$ cat config.mk
export PLATFORM = sky130hd
export DESIGN_NAME = fft_stage_sequencer
export DESIGN_NICKNAME = d
export VERILOG_FILES = /design/src/rtl/fft_pkg.sv /design/src/rtl/fft_delay_line.sv /design/src/rtl/fft_stage_sequencer.sv
export SDC_FILE = /design/constraint.sdc
export NUM_CORES = 1
export LEC_CHECK = 0
export ABC_AREA = 1
export BUFFER_PORTS_ARGS = -buffer_cell sky130_fd_sc_hd__buf_4
export CAP_MARGIN = 15
export CORE_MARGIN = 3
export CORE_UTILIZATION = 61
export CTS_CLUSTER_SIZE = 16
export DETAILED_ROUTE_END_ITERATION = 6
export MAX_ROUTING_LAYER = met4
export PLACE_DENSITY = 0.84
export SYNTH_ARGS = -nofsm -noshare
export SYNTH_HDL_FRONTEND = slang
export SYNTH_SLANG_ARGS = --single-unit
$ cat constraint.sdc
create_clock -name clk -period 6.3 [get_ports clk]
set_clock_uncertainty 0.2 [all_clocks]
set_input_delay 1.26 -clock clk [delete_from_list [all_inputs] [get_ports clk]]
set_output_delay 1.26 -clock clk [all_outputs]
set_load 0.01 [all_outputs]
$ cat src/rtl/fft_pkg.sv
// Shared types and constants for the FFT sequencer and its butterfly datapath.
// Latency: n/a (types and constant functions only).
// Backpressure: n/a.
package fft_pkg;

    // Sequencer control states.
    typedef enum logic [1:0] {
        IDLE  = 2'd0,
        RUN   = 2'd1,
        DRAIN = 2'd2,
        DONE  = 2'd3
    } state_e;

    // FP16 complex sample as stored in the sample memory and consumed by full_butterfly.
    typedef struct packed {
        logic [15:0] re;
        logic [15:0] im;
    } cplx_fp16_t;

    // Cycles from a read strobe to the matching butterfly result being ready to write.
    function automatic int pipe_lat(input int mem_rd_lat,
                                    input int butterfly_stages,
                                    input int mult_stages);
        return mem_rd_lat + butterfly_stages + mult_stages;
    endfunction

endpackage

$ cat src/rtl/fft_delay_line.sv
// Fixed-depth shift register used to align control/address fields with the datapath.
// Latency: DEPTH cycles from d to q (DEPTH >= 1).
// Backpressure: none; shifts every cycle, contents cleared by the async reset.
//
// Ports:
//   clk, rst_n : clock and asynchronous active-low clear of every stage
//   d          : WIDTH-bit input word
//   q          : d delayed by DEPTH cycles
module fft_delay_line #(
    parameter int WIDTH = 1,
    parameter int DEPTH = 1
) (
    input  logic             clk,
    input  logic             rst_n,
    input  logic [WIDTH-1:0] d,
    output logic [WIDTH-1:0] q
);

    logic [WIDTH-1:0] sr [DEPTH];

    always_ff @(posedge clk or negedge rst_n) begin
        if (!rst_n) begin
            for (int i = 0; i < DEPTH; i++) begin
                sr[i] <= '0;
            end
        end else begin
            sr[0] <= d;
            for (int i = 1; i < DEPTH; i++) begin
                sr[i] <= sr[i-1];
            end
        end
    end

    assign q = sr[DEPTH-1];

endmodule

$ cat src/rtl/fft_stage_sequencer.sv
// In-place radix-2 DIF FFT sequencer: per-stage read/twiddle/write address generation.
// Latency: read strobe 1 cycle after issue decision; bf_valid +MEM_RD_LAT; write +PIPE_LAT.
// Backpressure: i_hold stalls issue in RUN only; stalled cycles travel down as write bubbles.
//
// Ports:
//   clk, rst_n           : clock, asynchronous active-low reset
//   i_start              : start request (accepted in IDLE only)
//   i_hold               : skip issuing a butterfly this cycle (memory port conflict)
//   o_busy / o_done      : busy from RUN entry to DONE exit / one-cycle completion pulse
//   o_rd_en, o_rd_addr_* : operand read strobe and addresses for both memory ports
//   o_bf_valid, o_twiddle_addr : butterfly issue aligned with read data
//   o_wr_en, o_wr_addr_* : result write strobe and addresses aligned with butterfly outputs
//   o_stage              : current stage index
// Optional build macro FFT_SEQ_PERF_CNT_EN adds o_cycle_cnt and o_hold_cnt.
module fft_stage_sequencer
    import fft_pkg::*;
#(
    parameter int LOG2N            = 10,
    parameter int BUTTERFLY_STAGES = 2,
    parameter int MULT_STAGES      = 3,
    parameter int MEM_RD_LAT       = 1
) (
    input  logic                       clk,
    input  logic                       rst_n,
    input  logic                       i_start,
    input  logic                       i_hold,
    output logic                       o_busy,
    output logic                       o_done,
    output logic                       o_rd_en,
    output logic [LOG2N-1:0]           o_rd_addr_top,
    output logic [LOG2N-1:0]           o_rd_addr_bot,
    output logic                       o_bf_valid,
    output logic [LOG2N-2:0]           o_twiddle_addr,
    output logic                       o_wr_en,
    output logic [LOG2N-1:0]           o_wr_addr_top,
    output logic [LOG2N-1:0]           o_wr_addr_bot,
    output logic [$clog2(LOG2N)-1:0]   o_stage
`ifdef FFT_SEQ_PERF_CNT_EN
    ,
    output logic [31:0]                o_cycle_cnt,
    output logic [31:0]                o_hold_cnt
`endif
);

    localparam int PIPE_LAT = pipe_lat(MEM_RD_LAT, BUTTERFLY_STAGES, MULT_STAGES);
    localparam int SW       = $clog2(LOG2N);
    localparam int KW       = LOG2N - 1;
    localparam int TW       = LOG2N - 1;
    localparam int DW       = $clog2(PIPE_LAT + 1);
    localparam int WR_W     = 1 + 2 * LOG2N;
    localparam int BF_W     = 1 + TW;

    localparam logic [KW-1:0]    K_LAST     = '1;
    localparam logic [SW-1:0]    STAGE_LAST = SW'(LOG2N - 1);
    localparam logic [DW-1:0]    DRAIN_LAST = DW'(PIPE_LAT - 1);
    localparam logic [LOG2N-1:0] HALF_N     = {1'b1, {(LOG2N-1){1'b0}}};

    state_e          state, state_n;
    logic [KW-1:0]   k, k_n;
    logic [SW-1:0]   stage, stage_n;
    logic [DW-1:0]   dcnt, dcnt_n;
    logic            issue;
    logic            done_set;
    logic [TW-1:0]   rd_tw;

    // ------------------------------------------------------------------
    // Address generation for butterfly k of the current stage.
    // span = N >> (stage+1) is a power of two, so the group offset
    // grp*2*span is just k with its low bits cleared, shifted left once,
    // and adding span to top never carries (top's span bit is zero).
    // ------------------------------------------------------------------
    logic [LOG2N-1:0] k_ext, span, mask, j, ag_top, ag_bot;
    logic [TW-1:0]    ag_tw;

    always_comb begin
        k_ext  = {1'b0, k};
        span   = HALF_N >> stage;
        mask   = span - LOG2N'(1);
        j      = k_ext & mask;
        ag_top = ((k_ext & ~mask) << 1) | j;
        ag_bot = ag_top | span;
        // j < span <= N/2, so dropping j's MSB loses nothing before the shift.
        ag_tw  = j[TW-1:0] << stage;
    end

    // ------------------------------------------------------------------
    // Control FSM: next-state and issue decision.
    // ------------------------------------------------------------------
    always_comb begin
        state_n  = state;
        k_n      = k;
        stage_n  = stage;
        dcnt_n   = dcnt;
        issue    = 1'b0;
        done_set = 1'b0;
        case (state)
            IDLE: begin
                if (i_start) begin
                    state_n = RUN;
                    k_n     = '0;
                    stage_n = '0;
                end
            end
            RUN: begin
                if (!i_hold) begin
                    issue = 1'b1;
                    if (k == K_LAST) begin
                        state_n = DRAIN;
                        dcnt_n  = '0;
                    end else begin
                        k_n = k + KW'(1);
                    end
                end
            end
            DRAIN: begin
                // Wait out the full pipeline so the next stage never reads
                // a location whose update is still in flight.
                if (dcnt == DRAIN_LAST) begin
                    if (stage == STAGE_LAST) begin
                        state_n  = DONE;
                        done_set = 1'b1;
                    end else begin
                        state_n = RUN;
                        stage_n = stage + SW'(1);
                        k_n     = '0;
                    end
                end else begin
                    dcnt_n = dcnt + DW'(1);
                end
            end
            DONE: begin
                state_n = IDLE;
            end
            default: begin
                state_n = IDLE;
            end
        endcase
    end

    always_ff @(posedge clk or negedge rst_n) begin
        if (!rst_n) begin
            state         <= IDLE;
            k             <= '0;
            stage         <= '0;
            dcnt          <= '0;
            o_rd_en       <= 1'b0;
            o_rd_addr_top <= '0;
            o_rd_addr_bot <= '0;
            rd_tw         <= '0;
            o_done        <= 1'b0;
            o_busy        <= 1'b0;
        end else begin
            state   <= state_n;
            k       <= k_n;
            stage   <= stage_n;
            dcnt    <= dcnt_n;
            o_rd_en <= issue;
            if (issue) begin
                o_rd_addr_top <= ag_top;
                o_rd_addr_bot <= ag_bot;
                rd_tw         <= ag_tw;
            end
            o_done <= done_set;
            o_busy <= (state_n != IDLE);
        end
    end

    assign o_stage = stage;

    // ------------------------------------------------------------------
    // Alignment delay lines. Both are cleared by reset so an aborted run
    // cannot leave a stray write strobe behind.
    // ------------------------------------------------------------------
    logic [BF_W-1:0] bf_q;
    logic [WR_W-1:0] wr_q;

    fft_delay_line #(
        .WIDTH (BF_W),
        .DEPTH (MEM_RD_LAT)
    ) u_bf_dly (
        .clk   (clk),
        .rst_n (rst_n),
        .d     ({o_rd_en, rd_tw}),
        .q     (bf_q)
    );

    fft_delay_line #(
        .WIDTH (WR_W),
        .DEPTH (PIPE_LAT)
    ) u_wr_dly (
        .clk   (clk),
        .rst_n (rst_n),
        .d     ({o_rd_en, o_rd_addr_top, o_rd_addr_bot}),
        .q     (wr_q)
    );

    assign {o_bf_valid, o_twiddle_addr}           = bf_q;
    assign {o_wr_en, o_wr_addr_top, o_wr_addr_bot} = wr_q;

`ifdef FFT_SEQ_PERF_CNT_EN
    // Cycle count covers RUN and DRAIN, so it reads the start-to-done
    // distance when o_done is high; both counters freeze outside a run.
    always_ff @(posedge clk or negedge rst_n) begin
        if (!rst_n) begin
            o_cycle_cnt <= '0;
            o_hold_cnt  <= '0;
        end else if (state == IDLE && i_start) begin
            o_cycle_cnt <= '0;
            o_hold_cnt  <= '0;
        end else begin
            if (state == RUN || state == DRAIN) begin
                o_cycle_cnt <= o_cycle_cnt + 32'd1;
            end
            if (state == RUN && i_hold) begin
                o_hold_cnt <= o_hold_cnt + 32'd1;
            end
        end
    end
`endif

endmodule

# Word-level counts from Yosys, hierarchy flattened
# Cells that the tools add are included.
[word_totals]
regBits = 186
input_bits = 4
output_inout_bits = 58
wordCells = 74
[classes]
addsub = 4
n_eq_ne = 13
n_shift = 2
muxes = 25
bitwise_logic = 5
n_reduce_logical = 8
[ops]
columns = ["cell", "n"]
rows = [
  ["two-way mux 9 bit", 5],
  ["one-hot mux 9 bit (3 select lines)", 1],
  ["bitwise OR 10 bit", 2],
  ["!= test 2 bit (second input constant)", 7],
  ["two-way mux 4 bit", 3],
  ["AND 9 x 10 -> 10 bit", 1],
  ["two-way mux 2 bit", 5],
  ["right shift 10 x 4 -> 10 bit (first input constant)", 1],
  ["subtractor 10 x 1 -> 10 bit (second input constant)", 1],
  ["adder 9 x 1 -> 9 bit (second input constant)", 1],
  ["AND 9 bit", 1],
  ["== test 9 bit (second input constant)", 1],
  ["two-way mux 3 bit", 3],
  ["inverter 9 bit", 1],
  ["left shift 9 x 4 -> 9 bit", 1],
  ["one-hot mux 2 bit (4 select lines)", 1],
  ["one-hot mux 4 bit (2 select lines)", 1],
  ["AND reduction 4 bit", 2],
  ["one-hot mux 3 bit (2 select lines)", 1],
  ["AND reduction 6 bit", 1],
  ["nonzero test 2 bit", 3],
  ["two-way mux 1 bit", 5],
  ["adder 4 x 1 -> 4 bit (second input constant)", 1],
  ["== test 2 bit (second input constant)", 2],
  ["other kinds (6)", 6],
]

# Logic depth before layout (Yosys ltp)
# Gate-level depths: netlist (run 1).
[logic_depth]
depth_word = 6
mapped_depth = 16
mapped_depth_nobuf = 14

# Modules after synthesis
# Synthesis (run 1) repeated with hierarchy kept, for this count alone.
[unflattened]
cells_unflattened = 528
area_unflattened_um2 = 6436.2
[by_module_without_submodules]
columns = ["module", "instances", "cells_each", "area_each_um2", "seq_area_each_um2"]
rows = [
  ["fft_delay_line (u_wr_dly)", 1, 147, 3310.7, 3153.0],
  ["fft_stage_sequencer", 1, 371, 2875.3, 1251.2],
  ["fft_delay_line (u_bf_dly)", 1, 10, 250.2, 250.2],
]

# Worst setup path after synthesis (run 1)
# No wires, ideal clock.
[synth_path]
path_kind = "reg2reg"
startpoint = "register stage[0], in the netlist o_stage[0]"
endpoint = "register rd_tw[8]"
setup_time_ps = 77
arrival_ps = 2265
required_ps = 6023
setup_slack_ps = 3757
stages_incl_launch_ff = 15
n_path_buf = 2
period_less_slack_ps = 2543
cell_sequence = "dfrtp_1 clkbuf_1 inv_1 buf_2 ha_1 nand3_1 ha_1 nand2_1 o21ai_2 nand3_1 nand3_1 nand3_1 nand2_1 inv_2 a21oi_1"
[synth_between]
elab_chain_cells = 4
[synth_lines]
columns = ["element", "line", "source"]
rows = [
  ["start: declaration", "fft_stage_sequencer.sv:60", "logic [SW-1:0] stage, stage_n;"],
  ["start signal: assignment", "fft_stage_sequencer.sv:155", "stage <= stage_n;"],
  ["right shift 10 x 4 -> 10 bit", "fft_stage_sequencer.sv:77", "span = HALF_N >> stage;"],
  ["subtractor 10 x 1 -> 10 bit", "fft_stage_sequencer.sv:78", "mask = span - LOG2N'(1);"],
  ["AND 9 x 10 -> 10 bit", "fft_stage_sequencer.sv:79", "j = k_ext & mask;"],
  ["left shift 9 x 4 -> 9 bit (*)", "fft_stage_sequencer.sv:83", "ag_tw = j[TW-1:0] << stage;"],
  ["end signal: assignment", "fft_stage_sequencer.sv:161", "rd_tw <= ag_tw;"],
  ["end: declaration", "fft_stage_sequencer.sv:64", "logic [TW-1:0] rd_tw;"],
]
# Every way passes the cells marked *; elsewhere a longest branch is shown, timed or not.
# A chain may end at the register's enable or synchronous reset.

# Final worst setup path (run 1)
[layout_path]
startpoint = "register stage[1], in the netlist o_stage[1]"
endpoint = "register stage[0], in the netlist o_stage[0]"
[layout_between]
elab_chain_cells = 3
[layout_lines]
columns = ["element", "line", "source"]
rows = [
  ["== test 4 bit", "fft_stage_sequencer.sv:119", "if (stage == STAGE_LAST) begin"],
  ["!= test 2 bit (no source line)", "--", ""],
  ["AND reduction 4 bit (no source line)", "--", ""],
]
# Every way passes these cells.

==> results_dict.tcl, run 1 <==
set metrics [dict create \
    status "finished, final reports clean" \
    worstPathArrival_ns 3.67 \
    hold_buffers 0 \
    fp.dieW_um 107.6 \
    io_pins 62 \
    tightest_slew_ns 1.020 \
    hold_class "flop to flop" \
    coreArea_um2 9910 \
    layout-drive-gt1-share 0.1920 \
    yosys-top-cells-count "185 x dfrtp_1, 85 x nand2_1, 43 x nand3_1" \
    grt_max_degree 88 \
    synth_cells 509 \
    maxCapViolations 0 \
    ctsResizeCount 0 \
    synth.cell_area_um2 6301 \
    synth-seq-area-share 0.7347 \
    ys_async_sr_fraction 1.000 \
    clock_sinks 185 \
    synth_edf_count 0 \
    hpwlAfterDp_um 8313 \
    die_h_um 107.6 \
    crit_path_end_kind "flop" \
    synth.most_common_cell "dfrtp_1" \
    path_class "flop to flop" \
    yosysTopAreaCellShare 0.7347 \
    cp.required_ns 6.55 \
    finalSetupTns_ns 0 \
    powerDensity_nw_per_um2 458.9 \
    cts_made_buffers 17 \
    layout_min_cycle_time_ns 3.414 \
    first_iter_violations 525 \
    grt_pass1_vias 4108 \
    synth-seq-cells 185 \
    grt_setup_unrepaired "no" \
    root_buffer "clkbuf_8" \
    relSlewSlack 0.3201 \
    grt_util_all_layers 0.2818 \
    path_clk_slew_ns 0.08 \
    drv_slew 0 \
    yosys-top-cells-area "dfrtp_1 73%, nand2_1 5.1%, nand3_1 3.4%" \
    post-route-drc-count 0 \
    antenna_left 0 \
    hold_path_depth 0 \
    syn_area_per_cell_um2 12.38 \
    min_period_over_period 0.5419 \
    vias_per_cell 5.741 \
    setup_viol 0 \
    synth_warnings 0 \
    num_rows 36 \
    reg2regPathDepth 9 \
    cts_setup_buffers 0 \
    gp_congestion 0.9661 \
    antenna_found_initial 0 \
    nNetsFinal 575 \
    wl_per_cell_um 20.42 \
    io_buffers 61 \
    areaGrowthSynthToFinish_pct 16.58 \
    synth_cell_types 35 \
    cts_buffer_depth 2 \
    htree_num_levels 4 \
    insertion_delay_ns 0.54 \
    max_freq_mhz 292.9 \
    total_power_mw 3.371 \
    wirelength_um 14420 \
    cp-start-kind "flop" \
    leakage_nw 3.713 \
    ir_worst_vdd_v 0.0003553 \
    worstPathMaxFanout 14 \
    synth_ff_type "dfrtp_1" \
    cts_tree "done" \
    insertedDiodeCount 0 \
    grt_pass1_wl_um 22930 \
    grt_overflow 0 \
    drtPass1Iterations 6 \
    start_util 0.6359 \
    synth_nets 524 \
    hold_viol 0 \
    die-area_um2 11590 \
    vias 4053 \
    synth_top_area_cell "dfrtp_1" \
]
==> final timing paths <==
| path | start | to | slack (ns) |
|---|---|---|---|
| max in group asynchronous | rst_n | rd_tw[1] | 4.09 |
| worst min-delay path | u_wr_dly.sr[112] | u_wr_dly.sr[91] | 0.14 |
| worst max register to register | o_stage[1] | o_stage[0] | 2.89 |
| worst max-delay path | o_stage[1] | o_stage[0] | 2.89 |
| worst min register to register | u_wr_dly.sr[112] | u_wr_dly.sr[91] | 0.14 |
| min in group asynchronous | rst_n | u_wr_dly.q[20] | 0.42 |
==> flip-flops by register name (all words and copies together) (netlist names), 4 cells and up <==
name / flops
rd_tw: 9
o_stage: 4
o_rd_addr_bot: 10
o_rd_addr_top: 10
u_bf_dly.q: 10
u_wr_dly.q: 21
u_wr_dly.sr: 104
k: 9
==> stage by stage <==
stage	cells	instance area (µm²)	utilization	hold WS, ns	setup slack, ns
3_5_place_dp	674	6730	0.6792	0.1347	3.056
3_3_place_gp	674	6730	0.6792	0.1317	3.148
6_report	706	7346	0.7413	0.1414	2.886
5_1_grt	706	7346	0.7413	0.1506	2.631
2_1_floorplan	509	6301	-	0.1312	3.757
4_1_cts	706	7346	0.7413	0.1432	3.009
==> placed cells by master, fill, tap and decap left out, drive strengths merged, types with 3 or more instances in the layout <==
master,Yosys,layout
a2bb2oi,3,3
nand4,4,4
o21ai,33,33
clkbuf,2,22
nor2,24,24
nand2,86,86
bufinv,0,3
o211ai,3,3
ha,11,11
clkinv,1,3
buf,29,63
o22ai,3,3
dfrtp,185,185
nand3,46,46
o21a,5,5
inv,44,48
a21oi,15,15
nor3,6,6
==> cells by family after synthesis <==
| group | after synthesis | synth area share |
|---|---|---|
| buffers and inverters | 76 | 0.06076 |
| flip-flops | 185 | 0.7347 |
| AND/OR/NAND/NOR | 170 | 0.1203 |
| XOR/XNOR | 1 | 0.001390 |
| adder cells (fa/ha/maj) | 11 | 0.02184 |
| AO/OA/AOI/OAI | 66 | 0.06096 |
==> power by group <==
group | switching (mW) | leakage [nW] | internal (mW)
clock network | 0.468 | 0.299 | 0.646
logic | 0.314 | 1.14 | 0.226
registers | 0.186 | 2.28 | 1.53
total | 0.968 | 3.71 | 2.40
==> critical path, cell delays in order (launching register included) <==
cell and delay (ns):
dfrtp_1 0.64, clkinv_1 0.42, ha_1 0.37, nand3_2 0.20
nor3_1 0.09, nor2_1 0.53, nand2_1 0.41, inv_1 0.22
nand2_1 0.10, a21oi_1 0.15
==> final cells by class <==
cell class              instances  area (µm²)
flip-flops and latches        185        4629
repair buffers                 63       476.7
inverters                      45       168.9
clock inverters                10       152.6
multi-input cells             248        1289
clock buffers                  22       462.9
fillers                       604        2564
well taps                     133       166.4
==> per-layer routing <==
layer,vias up,part of all wire,global-route usage
li1,1740,-,-
met1,1999,0.39,0.3566
met2,246,0.48,0.4383
met3,68,0.081,0.07199
met4,0,0.040,0.1217
met5,-,0,-
(Power assumes the default switching activity.)
==> run 2, diff against run 1 <==
- CORE_UTILIZATION: 61 -> 58
- PLACE_DENSITY: 0.84 -> 0.8
- clock period: 6.3 -> 3.4 ns (I/O delays scaled with it)
==> run 2 against run 1 <==
Sequential power up 84%. Power increased by 81%. Global-route usage shrank 3.6 points. Die area rose by 4.9%. Hold slack better by 0.0032 ns. First-iteration DRC count shrank 33%. Combinational power increased by 87%. Design area is 0.60% higher. Highest routed layer unchanged.
==> results_dict.tcl, run 2 (synthesized netlist as in run 1, its figures left out) <==
set metrics [dict create \
    status "finished, final reports clean" \
    insertion_delay_ns 0.53 \
    min_period_over_period 0.8227 \
    wirelength_um 13220 \
    pre_cts_ws_ns 0.6582 \
    final_common_cell "dfrtp_1" \
    antenna_left 0 \
    fin_ws_ns 0.6028 \
    final_util 0.7063 \
    coreArea_um2 10460 \
    worstPathArrival_ns 2.99 \
    hold_class "flop to flop" \
    drv_slew 0 \
    start_util 0.6022 \
    tightest_slew_ns 0.6681 \
    layout-drive-gt1-share 0.2000 \
    crit_path_end_kind "flop" \
    fp.dieW_um 110.2 \
    top_register "u_wr_dly.sr" \
    grtUsageMet1 0.3036 \
    drtPass1Iterations 6 \
    maxCapViolations 0 \
    powerDensity_nw_per_um2 827.2 \
    max_freq_mhz 357.5 \
    nNetsFinal 583 \
    setup_viol 0 \
    whs_ns 0.1446 \
    grt.busiest_layer "met2" \
    r2r-start "k[0]" \
    die_h_um 110.2 \
    path_clk_slew_ns 0.07 \
    cp.required_ns 3.60 \
    insertedDiodeCount 0 \
    hold_viol 0 \
    root_buffer "clkbuf_8" \
    ff2ff_setup_slack_ns 0.60 \
    wl_per_cell_um 18.46 \
    grt_pass1_vias 4027 \
    path_class "flop to flop" \
    finalSetupTns_ns 0 \
    min-delay-start "u_wr_dly.sr[56]" \
    cts_made_buffers 17 \
    grt_max_degree 74 \
    post-route-drc-count 0 \
    hpwlAfterDp_um 8101 \
    grt_overflow 0 \
    leakage_nw 3.732 \
    areaGrowthSynthToFinish_pct 17.28 \
    relSlewSlack 0.5546 \
    cts_tree "done" \
    grt_setup_unrepaired "no" \
    worstPathMaxFanout 12 \
    ir_worst_vdd_v 0.0006844 \
    largest_register_ffs 104 \
    io_buffers 61 \
    cp-start-kind "flop" \
    antenna_found_initial 1 \
    ctsResizeCount 0 \
    num_rows 37 \
    layout_min_cycle_time_ns 2.797 \
    cts_buffer_depth 2 \
    htree_num_levels 4 \
    grt_pass1_wl_um 21190 \
    grt_util_all_layers 0.2456 \
    clock_sinks 185 \
    globalRouteMet2Util 0.4034 \
    first_iter_violations 354 \
    crit_start "k[0]" \
    gp_congestion 0.9216 \
    die-area_um2 12150 \
    vias 3898 \
    grt_use_met3 0.05591 \
    vias_per_cell 5.444 \
    io_pins 62 \
    final_cell_mix "185 x dfrtp_1, 85 x nand2_1, 68 x buf_4, 43 x nand3_1, 38 x inv_1" \
]
## run 2: cell types whose count changed in the layout (fill, tap and decap cells not counted), sizes merged
cell         change
buf              +7
clkinv           -2
clkinvlp         +2
bufinv           -1
clkbuf           -1
dlygate4sd3      +1
inv              +1
## run 2: routing by layer
layer  share of wire  routed length, µm
met2            0.52               6838
met3           0.052                681
met1            0.40               5332
met4           0.028                365
met5               0                  0
## run 2: where the power goes
group          leakage [nW]  internal, mW  switching [mW]
combinational          1.18         0.432           0.573
sequential             2.28          2.84           0.319
clock                 0.276          1.10           0.851
## run 2: cell type report
class                      instances  area (µm²)
sequential                       185        4629
fill                             714        3073
multi-input combinational        248        1289
timing repair buffer              71       551.8
clock buffer                      21       449.2
tap                              136       170.2
inverter                          45       168.9
clock inverter                    10       131.4
## run 2: timing repair
item / in CTS / in global routing
buffers inserted: 0 / 0
endpoints found under the hold margin: 69 / 0
hold buffers: 1 / 0
## run 2: path summary, 6_finish.rpt
kind	endpoint	cells after the start
setup / recovery	o_stage[1]	14
hold / removal	u_wr_dly.sr[35]	0
setup reg to reg	o_stage[1]	14
hold reg to reg	u_wr_dly.sr[35]	0
max in group asynchronous	u_wr_dly.sr[100]	3
min in group asynchronous	u_wr_dly.sr[23]	2
## run 2: worst max-delay path, cell delays in order (launching register included)
cell and delay [ns]:
dfrtp_1 0.48, ha_1 0.24, inv_1 0.07, nor4_1 0.28, ha_1 0.23, inv_1 0.08
nand2_1 0.07, o21ai_0 0.08, nand3_1 0.08, nor2_1 0.04, buf_4 0.18, nand2_1 0.31
inv_1 0.15, nand3_1 0.09, o21ai_0 0.09
## run 2: through the flow
stage                     instance area, µm²  total power, mW  std cells
after CTS                               7390            6.172        716
after detailed placement                6799            4.172        684
final                                   7390            6.112        716
after floorplan                         6301            3.663        509
after global routing                    7390            6.433        716
after global placement                  6799            4.112        684
